[config.mk]
export PLATFORM = sky130hd
export DESIGN_NAME = cv32e40p_apu_wb_arbiter_flat
export DESIGN_NICKNAME = d
export VERILOG_FILES = /design/src/rtl/cv32e40p_apu_wb_arbiter_if.sv /design/src/rtl/cv32e40p_apu_wb_arbiter.sv /design/src/flat_wrapper.sv
export SDC_FILE = /design/constraint.sdc
export NUM_CORES = 1
export LEC_CHECK = 0
export BUFFER_PORTS_ARGS = -buffer_cell sky130_fd_sc_hd__buf_2
export CAP_MARGIN = 15
export CORE_ASPECT_RATIO = 0.75
export CORE_MARGIN = 2
export CORE_UTILIZATION = 45
export DETAILED_ROUTE_END_ITERATION = 16
export GPL_ROUTABILITY_DRIVEN = 0
export GPL_TIMING_DRIVEN = 0
export PLACE_DENSITY = 0.72
export SETUP_SLACK_MARGIN = 0.1
export SLEW_MARGIN = 20
export SYNTH_ARGS = -nofsm -noshare
export SYNTH_HDL_FRONTEND = slang
export SYNTH_SLANG_ARGS = --single-unit
[constraint.sdc]
create_clock -name clk_i -period 5.1 [get_ports clk_i]
set_input_delay 0.51 -clock clk_i [delete_from_list [all_inputs] [get_ports clk_i]]
set_output_delay 0.51 -clock clk_i [all_outputs]
set_load 0.01 [all_outputs]
[src/rtl/cv32e40p_apu_wb_arbiter_if.sv]
// Writeback arbiter bus: LSU/APU result inputs, ID read addresses,
// regfile write port and status back to EX/ID.
// master = EX/ID side (drives results and read addresses), slave = arbiter.
interface cv32e40p_apu_wb_arbiter_if #(
    parameter int ADDR_WIDTH = 6,
    parameter int DATA_WIDTH = 32
);
    logic                  lsu_we_i;
    logic [ADDR_WIDTH-1:0] lsu_waddr_i;
    logic [DATA_WIDTH-1:0] lsu_wdata_i;
    logic                  apu_rvalid_i;
    logic [ADDR_WIDTH-1:0] apu_waddr_i;
    logic [DATA_WIDTH-1:0] apu_result_i;
    logic [4:0]            apu_flags_i;
    logic [ADDR_WIDTH-1:0] raddr_a_i;
    logic [ADDR_WIDTH-1:0] raddr_b_i;
    logic [ADDR_WIDTH-1:0] raddr_c_i;
    logic                  rf_we_o;
    logic [ADDR_WIDTH-1:0] rf_waddr_o;
    logic [DATA_WIDTH-1:0] rf_wdata_o;
    logic                  fflags_we_o;
    logic [4:0]            fflags_o;
    logic                  apu_stall_o;
    logic                  apu_busy_o;
    logic                  apu_read_dep_o;
    logic                  overflow_o;

    modport master (
        output lsu_we_i, lsu_waddr_i, lsu_wdata_i,
        output apu_rvalid_i, apu_waddr_i, apu_result_i, apu_flags_i,
        output raddr_a_i, raddr_b_i, raddr_c_i,
        input  rf_we_o, rf_waddr_o, rf_wdata_o, fflags_we_o, fflags_o,
        input  apu_stall_o, apu_busy_o, apu_read_dep_o, overflow_o
    );

    modport slave (
        input  lsu_we_i, lsu_waddr_i, lsu_wdata_i,
        input  apu_rvalid_i, apu_waddr_i, apu_result_i, apu_flags_i,
        input  raddr_a_i, raddr_b_i, raddr_c_i,
        output rf_we_o, rf_waddr_o, rf_wdata_o, fflags_we_o, fflags_o,
        output apu_stall_o, apu_busy_o, apu_read_dep_o, overflow_o
    );
endinterface

[src/rtl/cv32e40p_apu_wb_arbiter.sv]
// APU/LSU writeback arbiter. LSU loads always win the regfile write port;
// APU results that cannot write immediately are queued in an in-order
// circular buffer and drained whenever the LSU is idle. Buffered entries
// overwritten by a later LSU write to the same register are killed and
// drained silently.
// Optional feature macro: CV32E40P_APU_WB_BYPASS_EN -- when defined, an APU
// result arriving with an empty buffer and an idle LSU writes in the same
// cycle instead of being queued.
module cv32e40p_apu_wb_arbiter #(
    parameter int APU_BUF_DEPTH = 2,
    parameter int ADDR_WIDTH    = 6,
    parameter int DATA_WIDTH    = 32
) (
    input  logic clk_i,
    input  logic rst_ni,
    cv32e40p_apu_wb_arbiter_if.slave wb
);
    localparam int PTR_W = (APU_BUF_DEPTH > 1) ? $clog2(APU_BUF_DEPTH) : 1;
    localparam int CNT_W = $clog2(APU_BUF_DEPTH) + 1;
    localparam logic [CNT_W-1:0] DEPTH_C  = CNT_W'(APU_BUF_DEPTH);
    localparam logic [PTR_W-1:0] LAST_PTR = PTR_W'(APU_BUF_DEPTH - 1);

    // Buffer storage (not reset; validity comes from pointers and count)
    logic [ADDR_WIDTH-1:0] waddr_mem [APU_BUF_DEPTH];
    logic [DATA_WIDTH-1:0] data_mem  [APU_BUF_DEPTH];
    logic [4:0]            flags_mem [APU_BUF_DEPTH];

    logic [APU_BUF_DEPTH-1:0] kill_q, kill_d;
    logic [PTR_W-1:0]         rptr_q, rptr_d;
    logic [PTR_W-1:0]         wptr_q, wptr_d;
    logic [CNT_W-1:0]         cnt_q, cnt_d;
    logic                     overflow_q, overflow_d;

    logic [APU_BUF_DEPTH-1:0] entry_valid;
    logic [APU_BUF_DEPTH-1:0] kill_hit;
    logic [APU_BUF_DEPTH-1:0] dep_hit;
    logic [CNT_W-1:0]         entry_off [APU_BUF_DEPTH];

    logic buf_empty;
    logic pop;
    logic bypass;
    logic push_req;
    logic push;
    logic drop;

    function automatic logic [PTR_W-1:0] ptr_inc(input logic [PTR_W-1:0] p);
        return (p == LAST_PTR) ? '0 : p + 1'b1;
    endfunction

    // Per-entry validity (distance from read pointer below occupancy),
    // LSU WAW match and operand read-dependency match.
    genvar gi;
    generate
        for (gi = 0; gi < APU_BUF_DEPTH; gi++) begin : g_entry
            assign entry_off[gi] = (PTR_W'(gi) >= rptr_q)
                                 ? (CNT_W'(gi) - CNT_W'(rptr_q))
                                 : (CNT_W'(gi) + DEPTH_C - CNT_W'(rptr_q));
            assign entry_valid[gi] = (entry_off[gi] < cnt_q);
            assign kill_hit[gi] = wb.lsu_we_i && entry_valid[gi] &&
                                  (waddr_mem[gi] == wb.lsu_waddr_i);
            assign dep_hit[gi] = entry_valid[gi] && !kill_q[gi] &&
                                 ((waddr_mem[gi] == wb.raddr_a_i) ||
                                  (waddr_mem[gi] == wb.raddr_b_i) ||
                                  (waddr_mem[gi] == wb.raddr_c_i));
        end
    endgenerate

    // Buffer control: pop when LSU idle, push unless bypassed, drop when full
    always_comb begin
        buf_empty = (cnt_q == '0);
        pop       = !wb.lsu_we_i && !buf_empty;
`ifdef CV32E40P_APU_WB_BYPASS_EN
        bypass    = wb.apu_rvalid_i && buf_empty && !wb.lsu_we_i;
`else
        bypass    = 1'b0;
`endif
        push_req  = wb.apu_rvalid_i && !bypass;
        push      = push_req && ((cnt_q != DEPTH_C) || pop);
        drop      = push_req && (cnt_q == DEPTH_C) && !pop;

        rptr_d = pop  ? ptr_inc(rptr_q) : rptr_q;
        wptr_d = push ? ptr_inc(wptr_q) : wptr_q;

        cnt_d = cnt_q;
        if (push && !pop) begin
            cnt_d = cnt_q + 1'b1;
        end else if (pop && !push) begin
            cnt_d = cnt_q - 1'b1;
        end

        overflow_d = overflow_q | drop;

        // A freshly written slot never inherits a stale kill mark
        kill_d = kill_q | kill_hit;
        if (push) begin
            kill_d[wptr_q] = 1'b0;
        end
    end

    // Pointer, occupancy, kill and sticky overflow state
    always_ff @(posedge clk_i or negedge rst_ni) begin
        if (!rst_ni) begin
            rptr_q     <= '0;
            wptr_q     <= '0;
            cnt_q      <= '0;
            overflow_q <= 1'b0;
            kill_q     <= '0;
        end else begin
            rptr_q     <= rptr_d;
            wptr_q     <= wptr_d;
            cnt_q      <= cnt_d;
            overflow_q <= overflow_d;
            kill_q     <= kill_d;
        end
    end

    // Buffer payload write
    always_ff @(posedge clk_i) begin
        if (push) begin
            waddr_mem[wptr_q] <= wb.apu_waddr_i;
            data_mem[wptr_q]  <= wb.apu_result_i;
            flags_mem[wptr_q] <= wb.apu_flags_i;
        end
    end

    // Regfile write-port mux: LSU, then buffer head, then (optionally) bypass
    always_comb begin
        wb.rf_we_o     = 1'b0;
        wb.rf_waddr_o  = '0;
        wb.rf_wdata_o  = '0;
        wb.fflags_we_o = 1'b0;
        wb.fflags_o    = '0;
        if (wb.lsu_we_i) begin
            wb.rf_we_o    = 1'b1;
            wb.rf_waddr_o = wb.lsu_waddr_i;
            wb.rf_wdata_o = wb.lsu_wdata_i;
        end else if (!buf_empty) begin
            if (!kill_q[rptr_q]) begin
                wb.rf_we_o     = 1'b1;
                wb.rf_waddr_o  = waddr_mem[rptr_q];
                wb.rf_wdata_o  = data_mem[rptr_q];
                wb.fflags_we_o = 1'b1;
                wb.fflags_o    = flags_mem[rptr_q];
            end
        end else if (bypass) begin
            wb.rf_we_o     = 1'b1;
            wb.rf_waddr_o  = wb.apu_waddr_i;
            wb.rf_wdata_o  = wb.apu_result_i;
            wb.fflags_we_o = 1'b1;
            wb.fflags_o    = wb.apu_flags_i;
        end
    end

    // Status back to EX/ID
    always_comb begin
        wb.apu_stall_o    = (cnt_q >= (DEPTH_C - 1'b1));
        wb.apu_busy_o     = !buf_empty;
        wb.overflow_o     = overflow_q;
        wb.apu_read_dep_o = (|dep_hit) ||
                            (wb.apu_rvalid_i &&
                             ((wb.apu_waddr_i == wb.raddr_a_i) ||
                              (wb.apu_waddr_i == wb.raddr_b_i) ||
                              (wb.apu_waddr_i == wb.raddr_c_i)));
    end
endmodule
[src/flat_wrapper.sv]
// flat-port wrapper written by rule: the top's interface ports become plain ports
module cv32e40p_apu_wb_arbiter_flat 
#(
    parameter int APU_BUF_DEPTH = 2,
    parameter int ADDR_WIDTH    = 6,
    parameter int DATA_WIDTH    = 32
)
  (clk_i, rst_ni, wb_lsu_we_i, wb_lsu_waddr_i, wb_lsu_wdata_i, wb_apu_rvalid_i, wb_apu_waddr_i, wb_apu_result_i, wb_apu_flags_i, wb_raddr_a_i, wb_raddr_b_i, wb_raddr_c_i, wb_rf_we_o, wb_rf_waddr_o, wb_rf_wdata_o, wb_fflags_we_o, wb_fflags_o, wb_apu_stall_o, wb_apu_busy_o, wb_apu_read_dep_o, wb_overflow_o);
  cv32e40p_apu_wb_arbiter_if #(.ADDR_WIDTH(ADDR_WIDTH), .DATA_WIDTH(DATA_WIDTH)) wb_i ();
  input  logic clk_i;
  input  logic rst_ni;
  input wire logic [$bits(wb_i.lsu_we_i)-1:0] wb_lsu_we_i;
  input wire logic [$bits(wb_i.lsu_waddr_i)-1:0] wb_lsu_waddr_i;
  input wire logic [$bits(wb_i.lsu_wdata_i)-1:0] wb_lsu_wdata_i;
  input wire logic [$bits(wb_i.apu_rvalid_i)-1:0] wb_apu_rvalid_i;
  input wire logic [$bits(wb_i.apu_waddr_i)-1:0] wb_apu_waddr_i;
  input wire logic [$bits(wb_i.apu_result_i)-1:0] wb_apu_result_i;
  input wire logic [$bits(wb_i.apu_flags_i)-1:0] wb_apu_flags_i;
  input wire logic [$bits(wb_i.raddr_a_i)-1:0] wb_raddr_a_i;
  input wire logic [$bits(wb_i.raddr_b_i)-1:0] wb_raddr_b_i;
  input wire logic [$bits(wb_i.raddr_c_i)-1:0] wb_raddr_c_i;
  output wire logic [$bits(wb_i.rf_we_o)-1:0] wb_rf_we_o;
  output wire logic [$bits(wb_i.rf_waddr_o)-1:0] wb_rf_waddr_o;
  output wire logic [$bits(wb_i.rf_wdata_o)-1:0] wb_rf_wdata_o;
  output wire logic [$bits(wb_i.fflags_we_o)-1:0] wb_fflags_we_o;
  output wire logic [$bits(wb_i.fflags_o)-1:0] wb_fflags_o;
  output wire logic [$bits(wb_i.apu_stall_o)-1:0] wb_apu_stall_o;
  output wire logic [$bits(wb_i.apu_busy_o)-1:0] wb_apu_busy_o;
  output wire logic [$bits(wb_i.apu_read_dep_o)-1:0] wb_apu_read_dep_o;
  output wire logic [$bits(wb_i.overflow_o)-1:0] wb_overflow_o;
  assign wb_i.lsu_we_i = wb_lsu_we_i;
  assign wb_i.lsu_waddr_i = wb_lsu_waddr_i;
  assign wb_i.lsu_wdata_i = wb_lsu_wdata_i;
  assign wb_i.apu_rvalid_i = wb_apu_rvalid_i;
  assign wb_i.apu_waddr_i = wb_apu_waddr_i;
  assign wb_i.apu_result_i = wb_apu_result_i;
  assign wb_i.apu_flags_i = wb_apu_flags_i;
  assign wb_i.raddr_a_i = wb_raddr_a_i;
  assign wb_i.raddr_b_i = wb_raddr_b_i;
  assign wb_i.raddr_c_i = wb_raddr_c_i;
  assign wb_rf_we_o = wb_i.rf_we_o;
  assign wb_rf_waddr_o = wb_i.rf_waddr_o;
  assign wb_rf_wdata_o = wb_i.rf_wdata_o;
  assign wb_fflags_we_o = wb_i.fflags_we_o;
  assign wb_fflags_o = wb_i.fflags_o;
  assign wb_apu_stall_o = wb_i.apu_stall_o;
  assign wb_apu_busy_o = wb_i.apu_busy_o;
  assign wb_apu_read_dep_o = wb_i.apu_read_dep_o;
  assign wb_overflow_o = wb_i.overflow_o;
  cv32e40p_apu_wb_arbiter #(.APU_BUF_DEPTH(APU_BUF_DEPTH), .ADDR_WIDTH(ADDR_WIDTH), .DATA_WIDTH(DATA_WIDTH)) u_core (.clk_i(clk_i), .rst_ni(rst_ni), .wb(wb_i));
endmodule
## Word level (Yosys, flattened, before mapping)

Memory sizes are Yosys's and may differ from the RTL's.
Index checks and enable logic that the tools add are counted.
W data, S select, Z words.

| word-level totals | value |
|---|---|
| bits in registers | 7 |
| bits in writable memories | 86 |
| bits of input ports | 103 |
| output and inout port bits | 49 |
| logic and storage cells | 100 |
| memories | 3 |

| operators by class | value |
|---|---|
| $add $sub $neg | 8 |
| magnitude comparators | 8 |
| eq/ne operators | 13 |
| multiplexer cells | 26 |
| bitwise operators | 4 |
| reduce and logical (&&, ||, !) cells | 33 |

Memory list:

| name | depth | width | read ports | clocked after Yosys merged registers in | wr ports | RTL line | RTL |
|---|---|---|---|---|---|---|---|
| u_core.data_mem | 2 | 32 | 1 | 0 | 1 | cv32e40p_apu_wb_arbiter.sv:25 | `logic [DATA_WIDTH-1:0] data_mem [APU_BUF_DEPTH];` |
| u_core.waddr_mem | 2 | 6 | 3 | 0 | 1 | cv32e40p_apu_wb_arbiter.sv:24 | `logic [ADDR_WIDTH-1:0] waddr_mem [APU_BUF_DEPTH];` |
| u_core.flags_mem | 2 | 5 | 1 | 0 | 1 | cv32e40p_apu_wb_arbiter.sv:26 | `logic [4:0] flags_mem [APU_BUF_DEPTH];` |

Operators by type and width:

| cell | count |
|---|---|
| $mux W32 | 3 |
| $eq A6 B6 Y1 | 11 |
| $mux W6 | 3 |
| $logic_and A1 B1 Y1 | 16 |
| $mux W5 | 3 |
| $mux W1 | 11 |
| $mux W2 | 5 |
| $logic_or A1 B1 Y1 | 8 |
| $logic_not A1 Y1 | 6 |
| $lt A1 B2 Y1 const B | 2 |
| $lt A2 B2 Y1 | 2 |
| $sub A1 B1 Y2 const A | 2 |
| $sub A2 B1 Y2 const A | 2 |
| $add A1 B1 Y1 const B | 2 |
| $add A2 B1 Y2 const B | 1 |
| $and A2 B2 Y2 | 1 |
| $eq A2 B2 Y1 const B | 1 |
| $ge A1 B1 Y1 const A | 2 |
| $ge A2 B1 Y1 const B | 1 |
| $logic_not A2 Y1 | 1 |
| $ne A2 B2 Y1 const B | 1 |
| $not A2 Y2 | 1 |
| $or A2 B2 Y2 | 1 |
| $reduce_bool A2 Y1 | 1 |
| other kinds (5) | 5 |

## Logic depth before layout (Yosys ltp)

Gate-level depths: netlist of run 1.

| logic depth | value |
|---|---|
| depth after elaboration | 9 |
| gate-level depth with buffers | 10 |
| depth with buffers taken out | 9 |

## Worst setup path after synthesis of run 1

Ideal clock, no wire load.

| timing | value |
|---|---|
| path type | register -> register |
| start point | register u_core.cnt_q[0] |
| end point | memory u_core.data_mem[0][0], enable pin |
| setup time | 445 ps |
| data arrival time | 3,016 ps |
| required time | 4,655 ps |
| path slack | 1,639 ps |
| stages on the path, launching flop included | 8 |
| buffers on the path | 1 |
| clock period less this slack | 3,461 ps |
| cells stage by stage | dfrtp_1 -> inv_1 -> ha_1 -> or2_1 -> buf_2 -> nand2_1 -> nand2_1 -> nor2_1 |

| on the way | value |
|---|---|
| longest elaborated chain between the ends | 7 |
| elaborated cells on any way between the ends | 8 |
| classes of those cells | 1 x eq/ne; 2 x mux; 5 x reduce/logical |

Ends and longest elaborated chain:

| element | RTL line | RTL |
|---|---|---|
| start: declaration | cv32e40p_apu_wb_arbiter.sv:31 | `logic [CNT_W-1:0] cnt_q, cnt_d;` |
| start signal: assignment | cv32e40p_apu_wb_arbiter.sv:111 | `cnt_q <= cnt_d;` |
| $logic_not A2 Y1 | cv32e40p_apu_wb_arbiter.sv:70 | `buf_empty = (cnt_q == '0);` |
| $logic_not A1 Y1 | cv32e40p_apu_wb_arbiter.sv:71 | `pop = !wb.lsu_we_i && !buf_empty;` |
| $logic_and A1 B1 Y1 | cv32e40p_apu_wb_arbiter.sv:71 |  |
| $logic_or A1 B1 Y1 * | cv32e40p_apu_wb_arbiter.sv:78 | `push = push_req && ((cnt_q != DEPTH_C) \|\| pop);` |
| $logic_and A1 B1 Y1 * | cv32e40p_apu_wb_arbiter.sv:78 |  |
| $mux W1 * | cv32e40p_apu_wb_arbiter.sv:119 | `if (push) begin` |
| $mux W1 (not written as such) * | cv32e40p_apu_wb_arbiter.sv:121 | `data_mem[wptr_q] <= wb.apu_result_i;` |
| end: declaration | cv32e40p_apu_wb_arbiter.sv:25 |  |

Mark *: on every way between the ends. The rest lies on a longest branch, timed or not.

## Worst setup path after layout of run 1

| timing | value |
|---|---|
| start point | register u_core.cnt_q[0] |
| end point | output wb_rf_waddr_o[2] |

| on the way | value |
|---|---|
| longest elaborated chain between the ends | 3 |

Ends and longest elaborated chain:

| element | RTL line | RTL |
|---|---|---|
| $logic_not A2 Y1 | cv32e40p_apu_wb_arbiter.sv:70 |  |
| $mux W6 | cv32e40p_apu_wb_arbiter.sv:137 | `end else if (!buf_empty) begin` |
| $mux W6 | cv32e40p_apu_wb_arbiter.sv:133 | `if (wb.lsu_we_i) begin` |
| end: declaration | flat_wrapper.sv:23 | `output wire logic [$bits(wb_i.rf_waddr_o)-1:0] wb_rf_waddr_o;` |

No other way between the ends.

==> impl_metrics.csv, run 1 <==
group,metric,value,unit
cts,numCtsBuffers,9,
placed_design,hpwlAfterDp,8532,µm
worst_hold_path,min_path_cells,1,
finish,layout-drive-gt1-share,40.89,%
yosys,avgSynthCellArea,12.95,µm²
timing,worst_pin_slew,614.8,ps
finish,seqCellArea,2758,µm²
critical_path,startpoint_type,"flop",
timing,finalSetupViolations,0,
routing,vias,3346,
critical_path,crit_required,4590,ps
finish,fillers,868,
timing,fin_setup_tns,0,ps
yosys,yosysUniqueCellTypes,30,
floorplanning,ios,152,
pwr,total_leakage_power,0.002561,µW
yosys,yosysTopAreaCellShare,54.20,%
routing,first_pass_iters,4,
yosys,synth_top_flop_cell,"edfxtp_1",
yosys,ys_seq_area_share,57.88,%
yosys,post_synth_main_area_contributors,"edfxtp_1, mux2i_1, xnor2_1, o21ai_2, xor2_1",
routing,routed_via_density,4.964,
critical_path,rrSetupSlack,2760,ps
routing,remaining_drc_errors,0,
timing,worst_slack,2326,ps
global_route,grt_pass1_wl,17270,µm
cts,path_clk_slew,70,ps
floorplanning,core,10290,µm²
routing,routedWlPerCell,16.41,µm
finish,multi_input_area,1839,µm²
floorplanning,die_area,11440,µm²
timing,slew_headroom,59.01,%
floorplanning,die_h,93.11,µm
yosys,synth_edf_count,86,
critical_path,r2r_start,"u_core.cnt_q[0]$_DFFE_PN0P_",
timing,timing.fmax,360.4,MHz
timing,maxSlewViolCount,0,
routing,drtIter0Drc,127,
yosys,synth_async_sr_flop_share,7.527,%
timing,final.period_utilization,54.40,%
yosys,ys.warnings.count,0,
critical_path,critPathCaptureType,"output pin",
finish,diodes,0,
critical_path,worstPathMaxFanout,10,
floorplanning,initial_core_util,46.30,%
cts,cts_hold_buffers,1,
timing,hold_viol,0,
finish,nets,640,
cts,cts_sinks,93,
critical_path,cp_data_arrival_time,2260,ps
critical_path,cp-endpoint,"wb_rf_waddr_o[2]",
timing,rsz0062_at_grt,"false",
pwr,max-vdd-ir-drop,0.2703,mV
finish,final_common_cell,"buf_2",
critical_path,r2r_end,"u_core.data_mem[0][11]$_DFFE_PP_",
worst_hold_path,min_path_type,"in2reg",
global_route,gr-usage-all-layers,20.19,%
run,maxCapViolCount,0,
placed_design,pre_cts_slack,2625,ps
critical_path,reg2reg_depth,8,
cts,cts_tree,"yes",
floorplanning,die_w,122.8,µm
timing,period_minus_slack,2774,ps
routing,ant_nets,0,
cts,clockBufferDepth,2,
pwr,power_density,476.0,nW/µm²
global_route,grt_max_degree,29,
critical_path,crit_path_start,"u_core.cnt_q[0]$_DFFE_PN0P_",
routing,wl,11060,µm
yosys,synth_seq_cells,93,
outcome,outcome,"finished clean",
yosys,syn_nets,475,
cts,post_cts_resized,0,
timing,finClkSkew,5.841,ps
global_route,antenna_found_initial,1,
global_route,grt_pass1_vias,3361,
cts,cts_root_buffer,"clkbuf_16",
floorplanning,rows,32,
yosys,synth_area,4765,µm²
yosys,yosysTopAreaCell,"edfxtp_1",
critical_path,worstSetupPathType,"reg2out",
global_route,grt-ovfl-total,0,
cts,clock_latency,330,ps
finish,final_cell_mix,"buf_2, edfxtp_1, mux2i_1, nand2_1, xnor2_1",
cts,htreeDepth,3,
cts,postCtsSetupBuffers,0,
finish,area_growth,28.07,%
yosys,syn-instance-count,368,
placed_design,port_buffers,150,
==> power breakdown <==
part	total [µW]	switching (µW)	internal [µW]
logic	1100	641	462
clock network	714	278	436
registers	1090	49.6	1040
==> layer usage <==
layer | GRT usage (%) | up-vias | wire length [µm]
li1 | - | 1659 | -
met1 | 26.63 | 1560 | 4843
met2 | 32.18 | 125 | 5206
met3 | 7.378 | 2 | 992
met4 | 3.927 | 0 | 17
met5 | 0 | - | 0
==> synth_stat cells, drive strengths merged, types with 2 or more instances <==
| library cell | number |
|---|---|
| clkbuf | 14 |
| xor2 | 32 |
| nor4 | 11 |
| ha | 4 |
| dfrtp | 7 |
| nand4 | 7 |
| mux2i | 43 |
| edfxtp | 86 |
| a21oi | 3 |
| xnor2 | 38 |
| inv | 6 |
| nand3 | 3 |
| nand2 | 42 |
| buf | 14 |
| nor2 | 8 |
| or2 | 2 |
| o21ai | 39 |
==> critical path, stage by stage (launching register included) <==
cell	delay, ps
dfrtp_1	380
inv_1	110
ha_1	240
or2_1	220
buf_2	150
or2_1	240
buf_6	150
buf_6	160
o21ai_2	140
buf_2	150
==> kinds of logic after synthesis <==
family | Yosys count | synth area share, %
AND/OR/NAND/NOR | 75 | 7.116
XOR/XNOR | 70 | 12.87
buffers and inverters | 34 | 3.703
adder cells (fa/ha/maj) | 4 | 1.050
flip-flops | 93 | 57.88
AO/OA/AOI/OAI | 48 | 8.115
multiplexers | 44 | 9.270
==> layout make-up <==
cell class | instances | share of cell area, %
clock buffer | 10 | 3.752
timing repair buffer | 154 | 13.70
inverter | 6 | 0.3691
multi-input combinational | 241 | 30.14
tap | 136 | 2.789
clock inverter | 6 | 1.538
sequential | 93 | 45.19
buffer | 28 | 2.522
==> per-stage QoR <==
step                cell area, µm²  instances  total power, µW  util [%]  hold slack (ps)
floorplan                     4765        368             1827         -            214.4
global placement              5685        654             2160     55.25            350.5
detailed placement            5769        657             2224     56.07            354.5
CTS                           6102        674             2948     59.30            345.7
global route                  6102        674             3088     59.30            337.6
finish                        6102        674             2905     59.30            362.4
==> state kept, by name, indices dropped and copies added, names as in the netlist <==
name and flops:
u_core.wb.overflow_o 1, u_core.wptr_q 1, u_core.waddr_mem 12, u_core.data_mem 64
u_core.kill_q 2, u_core.flags_mem 10, u_core.cnt_q 2, u_core.rptr_q 1
==> how the worst min path moves through the flow <==
stage	from	end	slack, ps
after floorplan	rst_ni	u_core.cnt_q[0]$_DFFE_PN0P_	210
after global placement	rst_ni	u_core.wptr_q$_DFFE_PN0N_	350
after detailed placement	rst_ni	u_core.wb.overflow_o$_DFF_PN0_	350
after CTS	wb_apu_result_i[2]	u_core.data_mem[0][2]$_DFFE_PP_	350
after global routing	wb_apu_result_i[4]	u_core.data_mem[0][4]$_DFFE_PP_	340
final	wb_apu_result_i[1]	u_core.data_mem[0][1]$_DFFE_PP_	360
Power figures use the tool's default switching activity.
==> inputs of run 2 (changes only) <==
--- a/config.mk
+++ b/config.mk
@@ -5,6 +5,7 @@
 export SDC_FILE = /design/constraint.sdc
 export NUM_CORES = 1
 export LEC_CHECK = 0
+export ABC_AREA = 1
 export BUFFER_PORTS_ARGS = -buffer_cell sky130_fd_sc_hd__buf_2
 export CAP_MARGIN = 15
 export CORE_ASPECT_RATIO = 0.75
@@ -13,7 +14,7 @@
 export DETAILED_ROUTE_END_ITERATION = 16
 export GPL_ROUTABILITY_DRIVEN = 0
 export GPL_TIMING_DRIVEN = 0
-export PLACE_DENSITY = 0.72
+export PLACE_DENSITY = 0.74
 export SETUP_SLACK_MARGIN = 0.1
 export SLEW_MARGIN = 20
 export SYNTH_ARGS = -nofsm -noshare
==> constraint.sdc (replaced) <==
create_clock -name clk_i -period 2.5 [get_ports clk_i]
set_input_delay 0.25 -clock clk_i [delete_from_list [all_inputs] [get_ports clk_i]]
set_output_delay 0.25 -clock clk_i [all_outputs]
set_load 0.01 [all_outputs]
==> run 2 against run 1 <==
  * Sequential share of layout area fell by 2.3 points
  * First-iteration DRC count grew 97%
  * Clock skew is 3.3 ps higher
  * Critical path type unchanged
  * Critical endpoint is now wb_rf_waddr_o[5]
==> impl_metrics.csv, run 2 <==
group,metric,value,unit
outcome,outcome,"finished clean",
floorplanning,ios,152,
routing,wl,12840,µm
critical_path,max_stage_delay,400,ps
yosys,yosysTopAreaCellShare,51.54,%
yosys,yosysTopAreaCell,"edfxtp_1",
yosys,muxShareOfSynthArea,6.392,%
timing,slew_headroom,70.45,%
global_route,gr-usage-all-layers,21.72,%
worst_hold_path,hold_start,"wb_apu_result_i[17]",
pwr,total_leakage_power,0.003106,µW
timing,worst_pin_slew,443.2,ps
timing,maxSlewViolCount,0,
timing,period_minus_slack,2250,ps
global_route,grt_busiest_layer,"met2",
timing,finalSetupViolations,0,
yosys,synth_simple_gate_area_share,20.40,%
yosys,synth_top_family_by_area,"simple AND/OR/NAND/NOR gates",
critical_path,cp_data_arrival_time,2000,ps
finish,final_cell_mix,"nand2_1, buf_2, edfxtp_1, inv_1, mux2i_1",
routing,vias,4351,
floorplanning,die_h,95.39,µm
critical_path,r2r_start,"u_core.cnt_q[0]$_DFFE_PN0P_",
yosys,synth_async_sr_flop_share,7.527,%
cts,numCtsBuffers,9,
critical_path,cpLargestDelayFamily,"buffers and inverters",
cts,path_clk_slew,70,ps
finish,nets,818,
routing,routed_via_density,5.083,
timing,final.period_utilization,89.98,%
critical_path,reg2reg_depth,9,
critical_path,worstPathMaxFanout,10,
floorplanning,core,10900,µm²
timing,fin_setup_tns,0,ps
pwr,pwr-share-clk,21.6,%
global_route,grt_max_degree,24,
cts,cts_sinks,93,
worst_hold_path,min_path_cells,1,
pwr,combPwrFrac,40.9,%
placed_design,port_buffers,150,
critical_path,critPathSlowestCell,"dfrtp_1",
cts,htreeDepth,3,
routing,remaining_drc_errors,0,
cts,cts_root_buffer,"clkbuf_16",
pwr,max-vdd-ir-drop,0.4876,mV
yosys,synth_area,5011,µm²
timing,hold_viol,0,
critical_path,startpoint_type,"flop",
finish,layout-drive-gt1-share,31.70,%
yosys,yosysUniqueCellTypes,24,
yosys,yosys.area_share.adder,0.9988,%
global_route,use_met2,34.50,%
finish,final_common_cell,"nand2_1",
global_route,antenna_found_initial,0,
yosys,synth_edf_count,86,
timing,timing.fmax,444.5,MHz
global_route,grt-ovfl-total,0,
yosys,synth_top_flop_cell,"edfxtp_1",
yosys,avgSynthCellArea,9.349,µm²
yosys,syn-instance-count,536,
finish,area_growth,28.19,%
critical_path,crit_buf_inv,4,
pwr,p_sw_share,36.87,%
pwr,power_density,940.7,nW/µm²
floorplanning,die_area,12000,µm²
routing,routedWlPerCell,15.00,µm
yosys,ys_seq_area_share,55.03,%
floorplanning,die_w,125.9,µm
worst_hold_path,hold_path_end,"u_core.data_mem[0][17]$_DFFE_PP_",
critical_path,rrSetupSlack,290,ps
yosys,yosysMostFrequentCell,"nand2_1",
global_route,grt_use_met1,28.54,%
finish,reg.largest.list,"u_core.data_mem: 64 flops, u_core.waddr_mem: 12 flops, u_core.flags_mem: 10 flops",
global_route,grt_pass1_vias,4115,
routing,ant_nets,0,
critical_path,worstSetupPathType,"reg2out",
critical_path,critPathCaptureType,"output pin",
global_route,grt_util_met3,5.836,%
critical_path,cp_cell_sequence,"inv_1, ha_1, nor3_4, inv_2, buf_6, o22ai_1, buf_2",
yosys,ys_top_cells_by_count,"nand2_1, edfxtp_1, inv_1",
global_route,grt_pass1_wl,20170,µm
floorplanning,initial_core_util,45.97,%
yosys,synth_seq_cells,93,
cts,clockBufferDepth,2,
critical_path,crit_required,2250,ps
finish,largest_reg_flops,64,
pwr,switchingPower,2228,µW
placed_design,hpwlAfterDp,9699,µm
routing,first_pass_iters,5,
run,maxCapViolCount,0,
floorplanning,rows,33,
yosys,synth_xor_area_share,1.748,%
finish,top_register,"u_core.data_mem",
yosys,synth_compound_area_share,9.413,%
critical_path,r2r_end,"u_core.data_mem[1][0]$_DFFE_PP_",
routing,drtIter0Drc,250,
yosys,ys.warnings.count,0,
cts,cts_tree,"yes",
cts,clock_latency,340,ps
timing,finClkSkew,9.092,ps
pwr,p_int,3815,µW
yosys,post_synth_main_area_contributors,"edfxtp_1, nand2_1, mux2i_1, o21ai_2, inv_1",
pwr,seqPwrFrac,37.6,%
yosys,syn_nets,643,
timing,rsz0062_at_grt,"false",
pwr,fin_total_pwr,6043,µW
finish,diodes,0,
worst_hold_path,min_path_type,"in2reg",
-- run 2: cell types whose count changed after synthesis, moves of 12 or more --
cell,previous run,this run
nor2_1,8,32
xnor2_1,38,1
nand3_1,3,15
xor2_1,32,9
nand2_1,42,209
inv_1,6,51
-- run 2: layout make-up --
type	count	area (µm²)
clock inverters	6	52.55
plain buffers	14	102.6
well taps	140	175.2
multi-input cells	376	1969
inverters	53	198.9
clock buffers	10	229.0
fillers	951	4477
flip-flops and latches	93	2758
repair buffers	164	938.4
-- run 2: stage by stage --
| stage | utilization, % | worst slack (ps) | cell area (µm²) | hold WS, ps | cells |
|---|---|---|---|---|---|
| after floorplan | - | -173.2 | 5016 | -45.59 | 536 |
| after global placement | 54.51 | -1046 | 5942 | 89.43 | 826 |
| after detailed placement | 55.61 | 185.5 | 6062 | 93.55 | 830 |
| after CTS | 58.29 | 170.4 | 6354 | 80.25 | 847 |
| after global routing | 58.93 | 126.7 | 6424 | 75.32 | 856 |
| final | 58.93 | 250.4 | 6424 | 90.55 | 856 |
-- run 2: how the worst max path moves through the flow --
stage | cells after the start | from | slack [ps] | to
finish | 7 | u_core.cnt_q[0]$_DFFE_PN0P_ | 250 | wb_rf_waddr_o[5]
global route | 7 | u_core.cnt_q[0]$_DFFE_PN0P_ | 130 | wb_rf_waddr_o[0]
CTS | 9 | u_core.cnt_q[0]$_DFFE_PN0P_ | 170 | u_core.data_mem[1][13]$_DFFE_PP_
detailed placement | 9 | u_core.cnt_q[0]$_DFFE_PN0P_ | 190 | u_core.data_mem[1][18]$_DFFE_PP_
global placement | 7 | u_core.cnt_q[0]$_DFFE_PN0P_ | -1050 | u_core.data_mem[1][20]$_DFFE_PP_
floorplan | 7 | u_core.cnt_q[0]$_DFFE_PN0P_ | -170 | u_core.data_mem[1][0]$_DFFE_PP_
-- run 2: routing by layer --
layer | up-vias | routed length [µm]
met2 | 246 | 5821
met3 | 31 | 1155
li1 | 2130 | -
met1 | 1944 | 5558
met5 | - | 0
met4 | 0 | 305
-- run 2: cell families (layout without fill, tap and decap cells) --
group           count (synthesis)  after routing
compound gates                 68             68
fa+ha+maj                       4              4
flops                          93             93
xor+xnor                       10             10
mux                            32             32
buf+inv                        67            247
simple gates                  262            262
-- run 2: power groups by stage --
stage | sequential (µW) | combinational [µW] | clock [µW]
2_1_floorplan | 2270 | 1500 | 0
5_1_grt | 2310 | 2710 | 1390
3_3_place_gp | 2310 | 2200 | 0
4_1_cts | 2270 | 2420 | 1330
3_5_place_dp | 2300 | 2400 | 0
6_report | 2270 | 2470 | 1300
-- run 2: what timing repair did --
action                                  CTS  global route
endpoints found under the setup margin    0            44
gates resized for setup                   0             1
setup buffers                             0             9
hold buffers                              1             0
endpoints found under the hold margin     7             0
==> inputs of run 3 (changes only) <==
--- a/config.mk
+++ b/config.mk
@@ -11,6 +11,7 @@
 export CORE_ASPECT_RATIO = 0.75
 export CORE_MARGIN = 2
 export CORE_UTILIZATION = 45
+export CTS_BUF_LIST = sky130_fd_sc_hd__clkbuf_8
 export DETAILED_ROUTE_END_ITERATION = 16
 export GPL_ROUTABILITY_DRIVEN = 0
 export GPL_TIMING_DRIVEN = 0
==> constraint.sdc (replaced) <==
create_clock -name clk_i -period 2.5 [get_ports clk_i]
set_input_delay 0.5 -clock clk_i [delete_from_list [all_inputs] [get_ports clk_i]]
set_output_delay 0.5 -clock clk_i [all_outputs]
set_load 0.01 [all_outputs]
==> run 3 against run 2 <==
  * Largest power group unchanged
  * Routed wire length is 1.9% higher
  * Register-to-register slack about the same
  * Sequential share of layout area rose by 0.46 points
  * Die area did not move
  * Power is 5.0% lower
  * Clock skew is 1.1 ps lower
  * Combinational power is 3% higher
==> impl_metrics.csv, run 3 (synthesis gave the netlist of run 2 again) <==
group,metric,value,unit
finish,reg.largest.list,"u_core.data_mem: 64 flops, u_core.waddr_mem: 12 flops, u_core.flags_mem: 10 flops",
global_route,grt_util_met3,6.285,%
cts,htreeDepth,3,
placed_design,port_buffers,150,
floorplanning,die_h,95.39,µm
critical_path,rrSetupSlack,280,ps
finish,nets,816,
floorplanning,core,10900,µm²
routing,routed_via_density,5.194,
global_route,antenna_found_initial,0,
global_route,grt_max_degree,24,
timing,slew_headroom,70.42,%
cts,path_clk_slew,100,ps
pwr,max-vdd-ir-drop,0.4732,mV
finish,diodes,0,
pwr,total_leakage_power,0.003064,µW
timing,fin_setup_tns,0,ps
global_route,grt_pass1_wl,20410,µm
critical_path,critPathCaptureType,"output pin",
cts,numCtsBuffers,9,
critical_path,crit_buf_inv,4,
floorplanning,initial_core_util,45.97,%
timing,timing.fmax,434.8,MHz
global_route,grt-ovfl-total,0,
finish,final_cell_mix,"nand2_1, buf_2, edfxtp_1, inv_1, mux2i_1",
timing,maxSlewViolCount,0,
critical_path,cp_cell_sequence,"inv_1, ha_4, nor3_4, inv_4, buf_8, o22ai_2, buf_2",
timing,final.period_utilization,92.01,%
placed_design,hpwlAfterDp,9699,µm
run,maxCapViolCount,0,
routing,drtIter0Drc,306,
floorplanning,die_w,125.9,µm
worst_hold_path,hold_start,"wb_apu_result_i[17]",
finish,area_growth,26.84,%
critical_path,reg2reg_depth,9,
critical_path,startpoint_type,"flop",
critical_path,critPathSlowestCell,"dfrtp_1",
global_route,gr-usage-all-layers,22.00,%
critical_path,max_stage_delay,360,ps
worst_hold_path,min_path_type,"in2reg",
critical_path,r2r_end,"u_core.data_mem[0][16]$_DFFE_PP_",
routing,remaining_drc_errors,0,
routing,ant_nets,0,
floorplanning,die_area,12000,µm²
critical_path,cpLargestDelayFamily,"buffers and inverters",
routing,routedWlPerCell,15.32,µm
finish,top_register,"u_core.data_mem",
timing,hold_viol,0,
worst_hold_path,min_path_cells,1,
timing,whs,306.3,ps
critical_path,worstPathMaxFanout,10,
finish,layout-drive-gt1-share,32.35,%
timing,rsz0062_at_grt,"false",
cts,cts_tree,"yes",
timing,worst_pin_slew,443.7,ps
critical_path,worstSetupPathType,"reg2out",
global_route,use_met2,35.09,%
outcome,outcome,"finished clean",
cts,clock_latency,370,ps
worst_hold_path,hold_path_end,"u_core.data_mem[1][17]$_DFFE_PP_",
critical_path,crit_required,2000,ps
floorplanning,rows,33,
global_route,grt_use_met1,28.75,%
routing,first_pass_iters,5,
routing,wl,13090,µm
timing,finClkSkew,7.974,ps
finish,final_common_cell,"nand2_1",
cts,cts_sinks,93,
critical_path,cp_data_arrival_time,1800,ps
cts,cts_root_buffer,"clkbuf_8",
global_route,grt_busiest_layer,"met2",
floorplanning,ios,152,
routing,vias,4436,
finish,final_util,58.31,%
critical_path,r2r_start,"u_core.cnt_q[0]$_DFFE_PN0P_",
cts,clockBufferDepth,2,
global_route,grt_pass1_vias,4151,
finish,largest_reg_flops,64,
timing,period_minus_slack,2300,ps
pwr,power_density,902.9,nW/µm²
timing,finalSetupViolations,0,
-- run 3: final cells by class --
cell class	instances	area, µm²
buffer	14	110.1
clock buffer	9	123.9
clock inverter	7	56.30
fill	957	4544
inverter	53	201.4
multi-input combinational	376	2008
sequential	93	2758
tap	140	175.2
timing repair buffer	162	923.4
-- run 3: per-layer routing --
layer	vias to the layer above	routed length (µm)
li1	2128	-
met2	278	6042
met3	38	1395
met4	0	347
met5	-	0
met1	1992	5301
-- run 3: power breakdown --
group          leakage, µW  internal (µW)  switching (µW)  total, µW
Clock            0.0000900            375             573        948
Combinational      0.00209           1030            1510       2540
Sequential        0.000887           2110             140       2250
-- run 3: timing repair --
item                       in CTS  in global routing
buffers inserted                2                  5
pin swaps                       1                  1
gates resized for setup         2                 10
setup endpoints to repair      41                 71
hold endpoints to repair        7                  0
gates cloned                    0                  0
hold buffers                    1                  0
-- run 3: stage by stage --
stage / area (µm²) / power, µW / worst slack [ps] / cells
2_1_floorplan: 5016 / 3777 / -173.2 / 536
3_3_place_gp: 5942 / 4508 / -1046 / 826
3_5_place_dp: 6062 / 4703 / 185.5 / 830
4_1_cts: 6276 / 5686 / 107.4 / 849
5_1_grt: 6356 / 6097 / 97.99 / 854
6_report: 6356 / 5739 / 199.8 / 854
-- run 3: worst register-to-register path: stages (launching register included) --
cell and delay [ps]:
dfrtp_1 360, inv_1 100, ha_4 200, nor2_1 200, inv_1 120, nand2_1 80, nand2_1 150, nor2_4 310
buf_16 220, buf_16 190
-- run 3: how the worst max path moves through the flow --
| stage | startpoint | to | slack (ps) | cells after the start |
|---|---|---|---|---|
| 3_5_place_dp | u_core.cnt_q[0]$_DFFE_PN0P_ | u_core.data_mem[1][18]$_DFFE_PP_ | 190 | 9 |
| 6_report | u_core.cnt_q[0]$_DFFE_PN0P_ | wb_rf_waddr_o[5] | 200 | 7 |
| 2_1_floorplan | u_core.cnt_q[0]$_DFFE_PN0P_ | u_core.data_mem[1][0]$_DFFE_PP_ | -170 | 7 |
| 5_1_grt | u_core.cnt_q[0]$_DFFE_PN0P_ | wb_fflags_o[2] | 100 | 7 |
| 4_1_cts | u_core.rptr_q$_DFFE_PN0P_ | wb_rf_waddr_o[0] | 110 | 8 |
| 3_3_place_gp | u_core.cnt_q[0]$_DFFE_PN0P_ | u_core.data_mem[1][20]$_DFFE_PP_ | -1050 | 7 |
